## config.mk

```make
export PLATFORM = sky130hd
export DESIGN_NAME = comparator_serial_85
export DESIGN_NICKNAME = d
export VERILOG_FILES = /design/src/rtl/comparator_serial_85.sv
export SDC_FILE = /design/constraint.sdc
export NUM_CORES = 1
export LEC_CHECK = 0
export ABC_CLOCK_PERIOD_IN_PS = 3000
export CAP_MARGIN = 20
export CELL_PAD_IN_SITES_DETAIL_PLACEMENT = 0
export CELL_PAD_IN_SITES_GLOBAL_PLACEMENT = 1
export CORE_UTILIZATION = 40
export CTS_CLUSTER_DIAMETER = 150
export DETAILED_ROUTE_END_ITERATION = 10
export GPL_ROUTABILITY_DRIVEN = 1
export GPL_TIMING_DRIVEN = 0
export MAX_ROUTING_LAYER = met4
export PLACE_DENSITY_LB_ADDON = 0.1
export SYNTH_ARGS = -nofsm -noshare
export SYNTH_HDL_FRONTEND = slang
export SYNTH_SLANG_ARGS = --single-unit
export TNS_END_PERCENT = 10
```

## constraint.sdc

```tcl
create_clock -name clk -period 3 [get_ports clk]
set_input_delay 0.3 -clock clk [delete_from_list [all_inputs] [get_ports clk]]
set_output_delay 0.3 -clock clk [all_outputs]
set_load 0.005 [all_outputs]
```

## src/rtl/comparator_serial_85.sv

```systemverilog
// ---------------------------------------------------------------------------
// comparator_serial_85
//
// Multi-cycle unsigned magnitude comparator. It compares two WIDTH-bit words
// one nybble per clock, starting with the least-significant nybble. Each step
// is a 74x85-equivalent slice, and that step's result becomes the cascade
// input of the next step. The external 85 cascade inputs (igt/ilt/ieq) seed
// the first step, so one instance can extend an existing 85 chain.
//
// Ports
//   clk    : single clock, all state changes on the rising edge
//   reset  : synchronous, active-high reset
//   start  : request a compare (sampled only while idle)
//   a, b   : operands, latched on an accepted start
//   igt/ilt/ieq : cascade inputs, latched on an accepted start
//   busy   : high while a compare is in progress (exactly NYB cycles)
//   done   : one-cycle pulse in the cycle the result registers update
//   ogt/olt/oeq : registered result {A>B, A<B, A=B}
// ---------------------------------------------------------------------------
module comparator_serial_85 #(
    parameter int WIDTH = 16,
    parameter int NYB   = WIDTH / 4
) (
    input  logic             clk,
    input  logic             reset,
    input  logic             start,
    input  logic [WIDTH-1:0] a,
    input  logic [WIDTH-1:0] b,
    input  logic             igt,
    input  logic             ilt,
    input  logic             ieq,
    output logic             busy,
    output logic             done,
    output logic             ogt,
    output logic             olt,
    output logic             oeq
);

    localparam int IW = (NYB > 1) ? $clog2(NYB) : 1;
    localparam logic [IW-1:0] LAST_IDX = IW'(NYB - 1);

    localparam logic S_IDLE = 1'b0;
    localparam logic S_RUN  = 1'b1;

    logic             r_state;
    logic [IW-1:0]    r_idx;
    logic [WIDTH-1:0] r_a;
    logic [WIDTH-1:0] r_b;
    logic [2:0]       r_casc;
    logic             r_done;
    logic [2:0]       r_res;

    logic [3:0]       w_a_nyb;
    logic [3:0]       w_b_nyb;
    logic [2:0]       w_slice;
    logic             w_last;

    // One 74x85 slice. Result encoding is {gt, lt, eq}.
    function automatic logic [2:0] slice85(input logic [3:0] an,
                                           input logic [3:0] bn,
                                           input logic [2:0] c);
        logic [2:0] r;
        if (an > bn) begin
            r = 3'b100;
        end else if (an < bn) begin
            r = 3'b010;
        end else if (c[0]) begin
            // Any cascade with ieq set resolves to equality.
            r = 3'b001;
        end else begin
            case (c[2:1])
                2'b00:   r = 3'b110;
                2'b01:   r = 3'b010;
                2'b10:   r = 3'b100;
                default: r = 3'b000;
            endcase
        end
        return r;
    endfunction

    // Operands are shifted right one nybble per step, so the slice under
    // evaluation always sits in the low nybble.
    always_comb begin
        w_a_nyb = r_a[3:0];
        w_b_nyb = r_b[3:0];
        w_last  = (r_idx == LAST_IDX);
        // After the first step an equal nybble simply carries the running
        // result forward. For normal one-hot codes this is identical to the
        // slice function; for the abnormal external codes (000/110) it keeps
        // an all-equal word from toggling 110<->000 on every step, so the
        // whole word behaves as a single wide 85 slice.
        if ((w_a_nyb == w_b_nyb) && (r_idx != '0)) begin
            w_slice = r_casc;
        end else begin
            w_slice = slice85(w_a_nyb, w_b_nyb, r_casc);
        end
    end

    always_ff @(posedge clk) begin
        if (reset) begin
            r_state <= S_IDLE;
            r_idx   <= '0;
            r_done  <= 1'b0;
            r_res   <= 3'b000;
        end else begin
            r_done <= 1'b0;
            case (r_state)
                S_IDLE: begin
                    if (start) begin
                        r_a     <= a;
                        r_b     <= b;
                        r_casc  <= {igt, ilt, ieq};
                        r_idx   <= '0;
                        r_state <= S_RUN;
                    end
                end
                default: begin
                    r_casc <= w_slice;
                    r_a    <= r_a >> 4;
                    r_b    <= r_b >> 4;
                    r_idx  <= r_idx + 1'b1;
                    if (w_last) begin
                        r_res   <= w_slice;
                        r_done  <= 1'b1;
                        r_state <= S_IDLE;
                    end
                end
            endcase
        end
    end

    assign busy = (r_state == S_RUN);
    assign done = r_done;
    assign ogt  = r_res[2];
    assign olt  = r_res[1];
    assign oeq  = r_res[0];

endmodule

```

# --- Yosys cells after proc, flatten, opt, wreduce, memory -nomap -nowiden ---
# Cells that the tools add are included.
# Widths: inputs -> output; s select.
op_classes:
  n_addsub: 1
  magnitude_cmp: 2
  n_eq_ne: 4
  n_mux: 17
  bitwise: 2
  reduce_logical: 7
op_table:
  columns: ["operator", "n"]
  rows:
  - ["$mux 16", 2]
  - ["$mux 12", 2]
  - ["$mux 3", 6]
  - ["$pmux 3 s3", 1]
  - ["$eq 2x2->1 const B", 2]
  - ["$eq 4x4->1", 1]
  - ["$gt 4x4->1", 1]
  - ["$lt 4x4->1", 1]
  - ["$mux 1", 4]
  - ["$mux 2", 2]
  - ["$reduce_and 2->1", 2]
  - ["$reduce_bool 2->1", 2]
  - ["$add 2x1->2 const B", 1]
  - ["$eq 2x1->1 const B", 1]
  - ["$logic_not 2->1", 1]
  - ["$not 1->1", 2]
  - ["$reduce_or 2->1", 1]
  - ["$logic_and 1x1->1", 1]
word_totals:
  register_bits: 42
  inputBits: 38
  out_inout_bits: 5
  elab_cells: 42

# --- Depth between registers and ports, before layout ---
# Gate-level depths: netlist of the first run.
depth:
  ltp_word: 7
  depth_mapped: 6

# --- Least setup slack after synthesis of the first run ---
# Ideal clock, no wire load.
synth_timing:
  path_kind: "register to register"
  start: "reg r_state (netlist: busy)"
  end: "reg r_a[0], enable pin"
  setup_time_ns: 0.427
  t_arrival_ns: 2.007
  required_ns: 2.573
  path_slack_ns: 0.565
  path_stages_with_launch: 4
  path_buffers: 1
  synth_period_minus_slack_ns: 2.435
  path_cell_list: "dfxtp_1 > buf_6 > nor2_1 > nor2_1"
synth_via:
  elab_chain_len: 2
synth_lines:
  columns: ["item", "line", "text"]
  rows:
  - ["start: declaration", "45", "logic r_state;"]
  - ["start signal: assignment", "101", "r_state <= S_IDLE;"]
  - ["start signal: assignment", "114", "r_state <= S_RUN;"]
  - ["start signal: assignment", "125", "r_state <= S_IDLE;"]
  - ["$reduce_bool 2->1 (no source line)", null, null]
  - ["$reduce_and 2->1 (no source line)", null, null]
  - ["end signal: assignment", "119", "r_a <= r_a >> 4;"]
  - ["end: declaration", "47", "logic [WIDTH-1:0] r_a;"]
# Every way passes these cells.
# A chain may end at the register's enable or synchronous reset.

# --- Worst setup path after layout of the first run ---
layout_timing:
  start: "in start"
  end: "reg r_b[15], enable pin"
layout_via:
  elab_chain_len: 2
layout_lines:
  columns: ["item", "line", "text"]
  rows:
  - ["start: declaration", "26", "input logic start,"]
  - ["$reduce_bool 2->1 (no source line)", null, null]
  - ["$reduce_and 2->1 (no source line)", null, null]
  - ["end signal: assignment", "120", "r_b <= r_b >> 4;"]
  - ["end: declaration", "48", "logic [WIDTH-1:0] r_b;"]
# Every way passes these cells.

==> results of run 1 <==
==> registers in the layout, indices dropped and copies added, names as in the netlist <==
name and flops:
done 1, busy 1, r_idx 2, r_a 16, r_res 3, r_casc 3
r_b 16
==> critical path, delay by kind of cell <==
family                 cells  cell delay (ps)
buffers and inverters      1              490
and+or+nand+nor            2              810
==> report_power, final <==
part	switching, µW	leakage, µW	internal (µW)	total, µW
combinational	73.5	0.000456	99.2	173
clock	186	0.0000426	160	346
sequential	11.6	0.000392	677	689
==> kinds of logic (layout without fill, tap and decap cells) <==
logic type | Yosys count | in the layout | share of synthesized area
buffers and inverters | 14 | 63 | 0.03398
adder cells (fa/ha/maj) | 6 | 6 | 0.03921
multiplexers | 25 | 25 | 0.1464
AND/OR/NAND/NOR | 31 | 31 | 0.09151
flip-flops | 42 | 42 | 0.6222
AO/OA/AOI/OAI | 15 | 15 | 0.06667
==> cells in the mapped netlist, drive strengths merged <==
library cell,n
nand3,1
nor3,2
a21oi,3
o211ai,1
and2,1
nand3b,1
clkbuf,2
a221oi,1
mux2,24
nand4b,1
o31ai,1
a2111oi,1
nand2,2
inv,8
nand4,1
a21o,1
nor2,11
and3,1
mux2i,1
buf,4
o21ai,2
a31oi,1
a311oi,1
ha,6
a22oi,1
dfxtp,7
edfxtp,35
nor2b,9
and4,1
o22ai,2
==> cell type report <==
| class | instances | area, µm² | share of cell area |
|---|---|---|---|
| plain buffers | 6 | 35.03 | 0.01413 |
| clock buffers | 6 | 72.57 | 0.02928 |
| clock inverters | 2 | 8.758 | 0.003534 |
| inverters | 8 | 30.03 | 0.01212 |
| multi-input cells | 77 | 665.6 | 0.2686 |
| flip-flops and latches | 42 | 1191 | 0.4806 |
| well taps | 52 | 65.06 | 0.02625 |
| repair buffers | 41 | 410.4 | 0.1656 |
==> path summary, 6_finish.rpt <==
kind,depth (start not counted),endpoint,start
max,3,r_b[15],start
min,2,r_res[2],reset
min reg2reg,2,r_res[0],r_res[0]
max reg2reg,5,r_res[1],r_a[1]
==> per-layer routing <==
layer / up-vias / track usage
met1: 555 / 0.1717
met2: 36 / 0.2550
met5: - / -
met3: 10 / 0.04558
li1: 588 / -
met4: 0 / 0.08222
==> per-stage QoR <==
stage               cells  instance area (µm²)  setup slack, ps    util
finish                234                 2479             1287  0.5540
global route          234                 2479             1150  0.5540
floorplan             133                 1914            565.2       -
detailed placement    226                 2397            923.3  0.5358
CTS                   234                 2479             1243  0.5540
global placement      226                 2390           -384.2  0.5341
==> cell usage in the layout (no fill, tap or decap), types with 2 or more instances in the layout <==
master	n
a21oi_1	2
clkdlybuf4s50_1	41
edfxtp_1	35
nor3_1	2
dfxtp_1	7
ha_1	6
mux2_2	19
o22ai_1	2
buf_2	3
clkbuf_1	2
nand2_1	2
o21ai_1	2
nor2b_1	8
inv_1	8
mux2_1	5
nor2_1	10
clkbuf_8	5
==> results.py, run 1 <==
metrics = {
    "route": {
        "drcViolationCount": 1,
        "maxUsedRoutingLayer": "met4",
        "met2WireLength_um": 1814,
        "drt_iter0_drc": 51,
        "vias": 1189,
        "wl_met3_um": 199,
        "drt-total-wl_um": 3557,
        "wire_per_inst_um": 15.20,
        "first_pass_iters": 7,
        "wl_met1_um": 1452,
        "vias_per_cell": 5.081,
        "drtAntennaViolNets": 0,
    },
    "synthesis": {
        "synth_top_area_frac": 0.5490,
        "syn_inst": 133,
        "synth_area_um2": 1914,
        "synth_area_leaders": "edfxtp_1 55%, mux2_2 11%, dfxtp_1 7.3%",
        "synth_top_area_cell": "edfxtp_1",
        "yosysSeqAreaShare": 0.6222,
        "synth_seq_cells": 42,
        "yosys_warnings": 0,
        "synth_cell_type_count": 35,
        "syn_avg_cell_area_um2": 14.39,
        "syn_nets": 177,
    },
    "global_route": {
        "grt_pass1_wl_um": 5520,
        "overflow": 0,
        "grt_max_degree": 36,
        "grt_pass1_vias": 1205,
        "antenna_found_initial": 0,
        "grt_util_all_layers": 0.1560,
    },
    "cts": {
        "postCtsSetupBuffers": 0,
        "clockBufferDepth": 2,
        "insertion_delay_ps": 290,
        "numClockSinks": 42,
        "cts_max_level": 2,
        "cts_buffers": 5,
        "clk_pin_slew_ps": 70,
        "cts_resized": 0,
        "cts_tree": "done",
        "hold_buffers": 0,
        "root_buffer": "clkbuf_8",
    },
    "setup_path": {
        "cpPeakStageDelay_ps": 720,
        "crit_slowest_cell": "nor2_4",
        "startpoint_type": "primary input",
        "crit_fanout": 35,
        "ff2ff_setup_slack_ps": 1320,
        "endpoint_kind": "flop",
        "worstSetupPathType": "primary input to flop",
        "cp.arrival_ps": 1630,
        "path_cells": "clkdlybuf4s50_1 > nor2_1 > nor2_4",
        "cp.required_ps": 2920,
    },
    "layout": {
        "area_growth_pct": 29.48,
        "drive_gt1_frac": 0.2143,
        "nets": 225,
        "fillers": 382,
        "diodes": 0,
    },
    "die": {
        "design.core.area_um2": 4474,
        "die_height_um": 71.18,
        "start_util": 0.4279,
        "die-area_um2": 5067,
        "die_w_um": 71.18,
        "io-pin-count": 43,
        "fp-row-count": 24,
    },
    "sta": {
        "period_share": 0.5711,
        "setup-violations-final": 0,
        "worstMarginPinSlew_ps": 952.6,
        "fmax_mhz": 583.6,
        "relSlewSlack": 0.3634,
        "finClkSkew_ps": 3.727,
        "finalMaxSlewViolations": 0,
        "finalHoldWorstSlack_ps": 332.6,
        "fin_tns_setup_ps": 0,
        "hold_viol": 0,
        "finalCriticalPeriod_ps": 1713,
        "rsz0062_at_grt": "no",
    },
    "worst_hold_path": {
        "hp-class": "primary input to flop",
    },
    "pwr": {
        "p_per_area_nw_per_um2": 487.2,
        "power_uw": 1208,
        "ir_worst_vdd_v": 0.0002856,
        "leakage_uw": 0.0008904,
    },
    "place": {
        "dp_hpwl_um": 2591,
        "io_buffers": 41,
        "gp_congestion": 0.7733,
    },
    "status": {
        "violations": "DRC",
        "status": "complete, but fails checks",
    },
    "flow_run": {
        "cap_viol_max_count": 0,
    },
}
Note: power is estimated with default switching activity, not from simulation.
==> inputs of run 2 (changes only) <==
ABC_CLOCK_PERIOD_IN_PS = 1600   (was 3000)
clock period = 1.6 ns   (was 3 ns; I/O delays follow)
==> results.py, run 2 (same netlist as run 1, synthesis figures left out) <==
metrics = {
    "status": {
        "status": "completed",
    },
    "layout": {
        "utilization": 0.5892,
        "drive_gt1_frac": 0.2703,
        "nets": 228,
        "diodes": 0,
        "area_growth_pct": 37.71,
        "fillers": 371,
        "mostFrequentLayoutCells": "41 x clkdlybuf4s50_1, 35 x edfxtp_1, 19 x mux2_2",
        "layout_commonest_cell": "clkdlybuf4s50_1",
        "top_regs": "r_a: 16 flops, r_b: 16 flops",
        "fin_area_um2": 2636,
        "stdcell_count": 237,
    },
    "cts": {
        "cts_buffers": 5,
        "insertion_delay_ps": 290,
        "cts_max_level": 2,
        "clk_pin_slew_ps": 80,
        "numClockSinks": 42,
        "clockBufferDepth": 2,
        "hold_buffers": 0,
        "cts_tree": "done",
        "root_buffer": "clkbuf_8",
    },
    "sta": {
        "setup-violations-final": 0,
        "hold_viol": 0,
        "finalCriticalPeriod_ps": 1590,
        "period_share": 0.9935,
        "finalMaxSlewViolations": 0,
        "rsz0062_at_grt": "yes",
        "finClkSkew_ps": 9.484,
        "relSlewSlack": 0.6285,
        "worstMarginPinSlew_ps": 557.2,
        "fmax_mhz": 629.1,
    },
    "die": {
        "start_util": 0.4279,
        "die_w_um": 71.18,
        "io-pin-count": 43,
        "design.core.area_um2": 4474,
        "fp-row-count": 24,
        "die-area_um2": 5067,
        "die_height_um": 71.18,
    },
    "setup_path": {
        "endpoint_kind": "flop",
        "cp.arrival_ps": 1610,
        "startpoint_type": "flop",
        "cp.required_ps": 1620,
        "worstSetupPathType": "flop to flop",
        "crit_fanout": 3,
    },
    "route": {
        "vias_per_cell": 5.181,
        "first_pass_iters": 6,
        "drtAntennaViolNets": 0,
        "drcViolationCount": 0,
        "drt_iter0_drc": 82,
        "vias": 1228,
        "wire_per_inst_um": 15.76,
        "drt-total-wl_um": 3735,
    },
    "global_route": {
        "overflow": 0,
        "grt_util_all_layers": 0.1655,
        "antenna_found_initial": 0,
        "grt_pass1_vias": 1287,
        "grt_pass1_wl_um": 5858,
        "grt_max_degree": 19,
    },
    "place": {
        "dp.cells": 226,
        "placed_area_um2": 2397,
        "dp_hpwl_um": 2680,
        "io_buffers": 41,
        "gp_congestion": 0.7475,
    },
    "flow_run": {
        "cap_viol_max_count": 0,
    },
    "pwr": {
        "leakage_uw": 0.0009271,
        "p_per_area_nw_per_um2": 1001,
        "power_uw": 2639,
        "ir_worst_vdd_v": 0.0006734,
    },
    "worst_hold_path": {
        "hp-class": "primary input to flop",
    },
}
## run 2: timing repair
action,4_1_cts,5_1_grt
cloned,1,0
setup endpoints to repair,39,5
resized for setup,1,9
setup buffers,0,2
pin swaps,1,7
## run 2: critical path, cell delays in order (launching register included)
cell	delay [ps]
edfxtp_1	430
ha_4	320
nand4_1	190
a21oi_2	160
a21o_1	130
a31oi_1	90
## run 2: final timing paths
| check | cells after the start | to | start | slack, ps |
|---|---|---|---|---|
| worst min-delay path | 2 | r_res[2] | reset | 280 |
| worst max-delay path | 5 | r_casc[2] | r_a[2] | 10 |
| worst max register to register | 5 | r_casc[2] | r_a[2] | 10 |
| worst min register to register | 2 | r_res[0] | r_res[0] | 490 |
## run 2: routing by layer
layer | share of wire | global-route usage | vias to the layer above
met4 | 0.0067 | 0.06222 | 0
met1 | 0.42 | 0.1821 | 598
met3 | 0.036 | 0.05840 | 2
met5 | 0 | - | -
li1 | - | - | 598
met2 | 0.54 | 0.2751 | 30
## run 2: final cells by class
| class | count | area [µm²] | share of cell area |
|---|---|---|---|
| clock buffers | 5 | 68.82 | 0.02610 |
| clock inverters | 3 | 63.81 | 0.02421 |
| multi-input cells | 78 | 757.0 | 0.2871 |
| flip-flops and latches | 42 | 1191 | 0.4518 |
| inverters | 8 | 30.03 | 0.01139 |
| well taps | 52 | 65.06 | 0.02468 |
| repair buffers | 43 | 425.4 | 0.1614 |
| plain buffers | 6 | 35.03 | 0.01329 |
## run 2: through the flow
stage	hold WS [ps]	TNS [ps]	worst slack (ps)
2_1_floorplan	360.9	0	94.33
3_3_place_gp	470.5	-9244	-265.4
3_5_place_dp	472.6	-10910	-311.2
4_1_cts	258.5	-134.0	-65.26
5_1_grt	285.5	-250.5	-92.05
6_report	283.7	0	10.40
## run 2: where the power goes
part	internal (µW)	total [µW]	switching, µW
Combinational	211	365	154
Sequential	1270	1290	24.9
Clock	618	980	362
==> inputs of run 3 (changes only) <==
CORE_ASPECT_RATIO = 1.5   (was unset)
REMOVE_ABC_BUFFERS = 1   (was unset)
==> results.py, run 3 (same netlist as run 1, synthesis figures left out) <==
metrics = {
    "status": {
        "status": "completed",
    },
    "setup_path": {
        "crit_fanout": 4,
        "endpoint_kind": "flop",
        "crit_slowest_cell": "edfxtp_1",
        "cp.required_ps": 1800,
        "cp.arrival_ps": 1760,
        "worstSetupPathType": "flop to flop",
        "cpPeakStageDelay_ps": 420,
        "startpoint_type": "flop",
        "rr_worst_depth": 6,
        "path_cells": "ha_4 > nor2b_4 > o211ai_4 > a21o_1 > buf_4 > a311oi_2",
    },
    "die": {
        "design.core.area_um2": 4542,
        "fp-row-count": 30,
        "io-pin-count": 43,
        "start_util": 0.4215,
        "die_w_um": 58.49,
        "die_height_um": 86.73,
        "die-area_um2": 5072,
    },
    "sta": {
        "finalCriticalPeriod_ps": 1563,
        "finalMaxSlewViolations": 0,
        "fmax_mhz": 639.6,
        "relSlewSlack": 0.7166,
        "worst_slack_ps": 36.50,
        "finClkSkew_ps": 5.113,
        "period_share": 0.9772,
        "hold_viol": 0,
        "worstMarginPinSlew_ps": 423.8,
        "setup-violations-final": 0,
        "rsz0062_at_grt": "yes",
    },
    "cts": {
        "clockBufferDepth": 2,
        "root_buffer": "clkbuf_8",
        "cts_tree": "done",
        "numClockSinks": 42,
        "clk_pin_slew_ps": 80,
        "cts_buffers": 5,
        "cts_max_level": 2,
        "insertion_delay_ps": 280,
    },
    "pwr": {
        "leakage_uw": 0.0009346,
        "clockPowerShare": 0.368,
        "swShare": 0.1987,
        "ir_worst_vdd_v": 0.0007773,
        "combPwrFrac": 0.136,
        "p_per_area_nw_per_um2": 988.4,
        "pwr-share-seq": 0.496,
        "switchingPower_uw": 523.2,
        "power_uw": 2633,
        "intPower_uw": 2110,
    },
    "layout": {
        "nets": 225,
        "layout_commonest_cell": "clkdlybuf4s50_1",
        "area_growth_pct": 39.15,
        "top_regs": "r_a: 16 flops, r_b: 16 flops",
        "fin_area_um2": 2664,
        "diodes": 0,
        "drive_gt1_frac": 0.2692,
        "mostFrequentLayoutCells": "41 x clkdlybuf4s50_1, 35 x edfxtp_1, 19 x mux2_2",
        "fillers": 364,
    },
    "place": {
        "io_buffers": 42,
        "place_ws_ps": -604.5,
        "dp_hpwl_um": 2152,
        "placed_area_um2": 2416,
        "gp_congestion": 0.7528,
    },
    "global_route": {
        "overflow": 0,
        "grt_pass1_wl_um": 5423,
        "grt_util_all_layers": 0.1496,
        "grt_max_degree": 25,
        "antenna_found_initial": 0,
        "grt_pass1_vias": 1243,
    },
    "route": {
        "vias": 1210,
        "drt-total-wl_um": 3309,
        "drcViolationCount": 0,
        "drt_iter0_drc": 40,
        "first_pass_iters": 5,
        "wire_per_inst_um": 13.45,
        "drtAntennaViolNets": 0,
        "vias_per_cell": 4.919,
    },
    "worst_hold_path": {
        "min_path_cells": 2,
        "hp-class": "flop to flop",
    },
    "flow_run": {
        "cap_viol_max_count": 0,
    },
}
-- run 3: final timing paths --
| check | startpoint | endpoint | slack (ps) |
|---|---|---|---|
| max | r_a[1] | r_res[2] | 40 |
| min | r_res[0] | r_res[0] | 480 |
| max reg2reg | r_a[1] | r_res[2] | 40 |
| min reg2reg | r_res[0] | r_res[0] | 480 |
-- run 3: power by group through the flow --
stage / Clock, µW / Sequential, µW / Combinational [µW]
after floorplan: 0 / 1330 / 162
after global placement: 0 / 1340 / 280
after detailed placement: 0 / 1340 / 298
after CTS: 998 / 1310 / 332
after global routing: 1050 / 1310 / 388
final: 969 / 1310 / 358
-- run 3: area by class of cell --
cell class	instances	area (µm²)	area share
sequential	42	1195	0.4486
multi-input combinational	77	729.5	0.2738
timing repair buffer	47	496.7	0.1865
tap	64	80.08	0.03006
clock buffer	5	68.82	0.02583
clock inverter	3	63.81	0.02395
inverter	8	30.03	0.01127
-- run 3: per-stage QoR --
step	TNS, ps	hold WS (ps)	util	cells
after global routing	-32.07	522.6	0.5865	246
after CTS	0	485.4	0.5730	244
after floorplan	-64800	227.9	-	127
after detailed placement	-19370	471.1	0.5320	234
after global placement	-119720	464.9	0.5240	233
final	0	482.7	0.5865	246
-- run 3: what timing repair did --
item / CTS / global route
endpoints found under the setup margin: 61 / 4
pin swaps: 3 / 2
setup buffers: 2 / 2
hold buffers: 0 / 0
resized for setup: 4 / 7
-- run 3: per-layer routing --
metal  part of all wire  up-vias  wire length [µm]  GRT usage
met4              0.013        0                43    0.07143
met3              0.038        4               126    0.03582
met2               0.56       34              1840     0.2539
li1                   -      584                 -          -
met5                  0        -                 0          -
met1               0.39      588              1298     0.1618
-- run 3: worst max-delay path, delay by kind of cell, from the launching register on --
family	cells	cell delay, ps
adders and majority gates	1	290
buffers and inverters	1	140
and+or+nand+nor	1	150
DFF	1	420
AOI/OAI and AO/OA	3	480
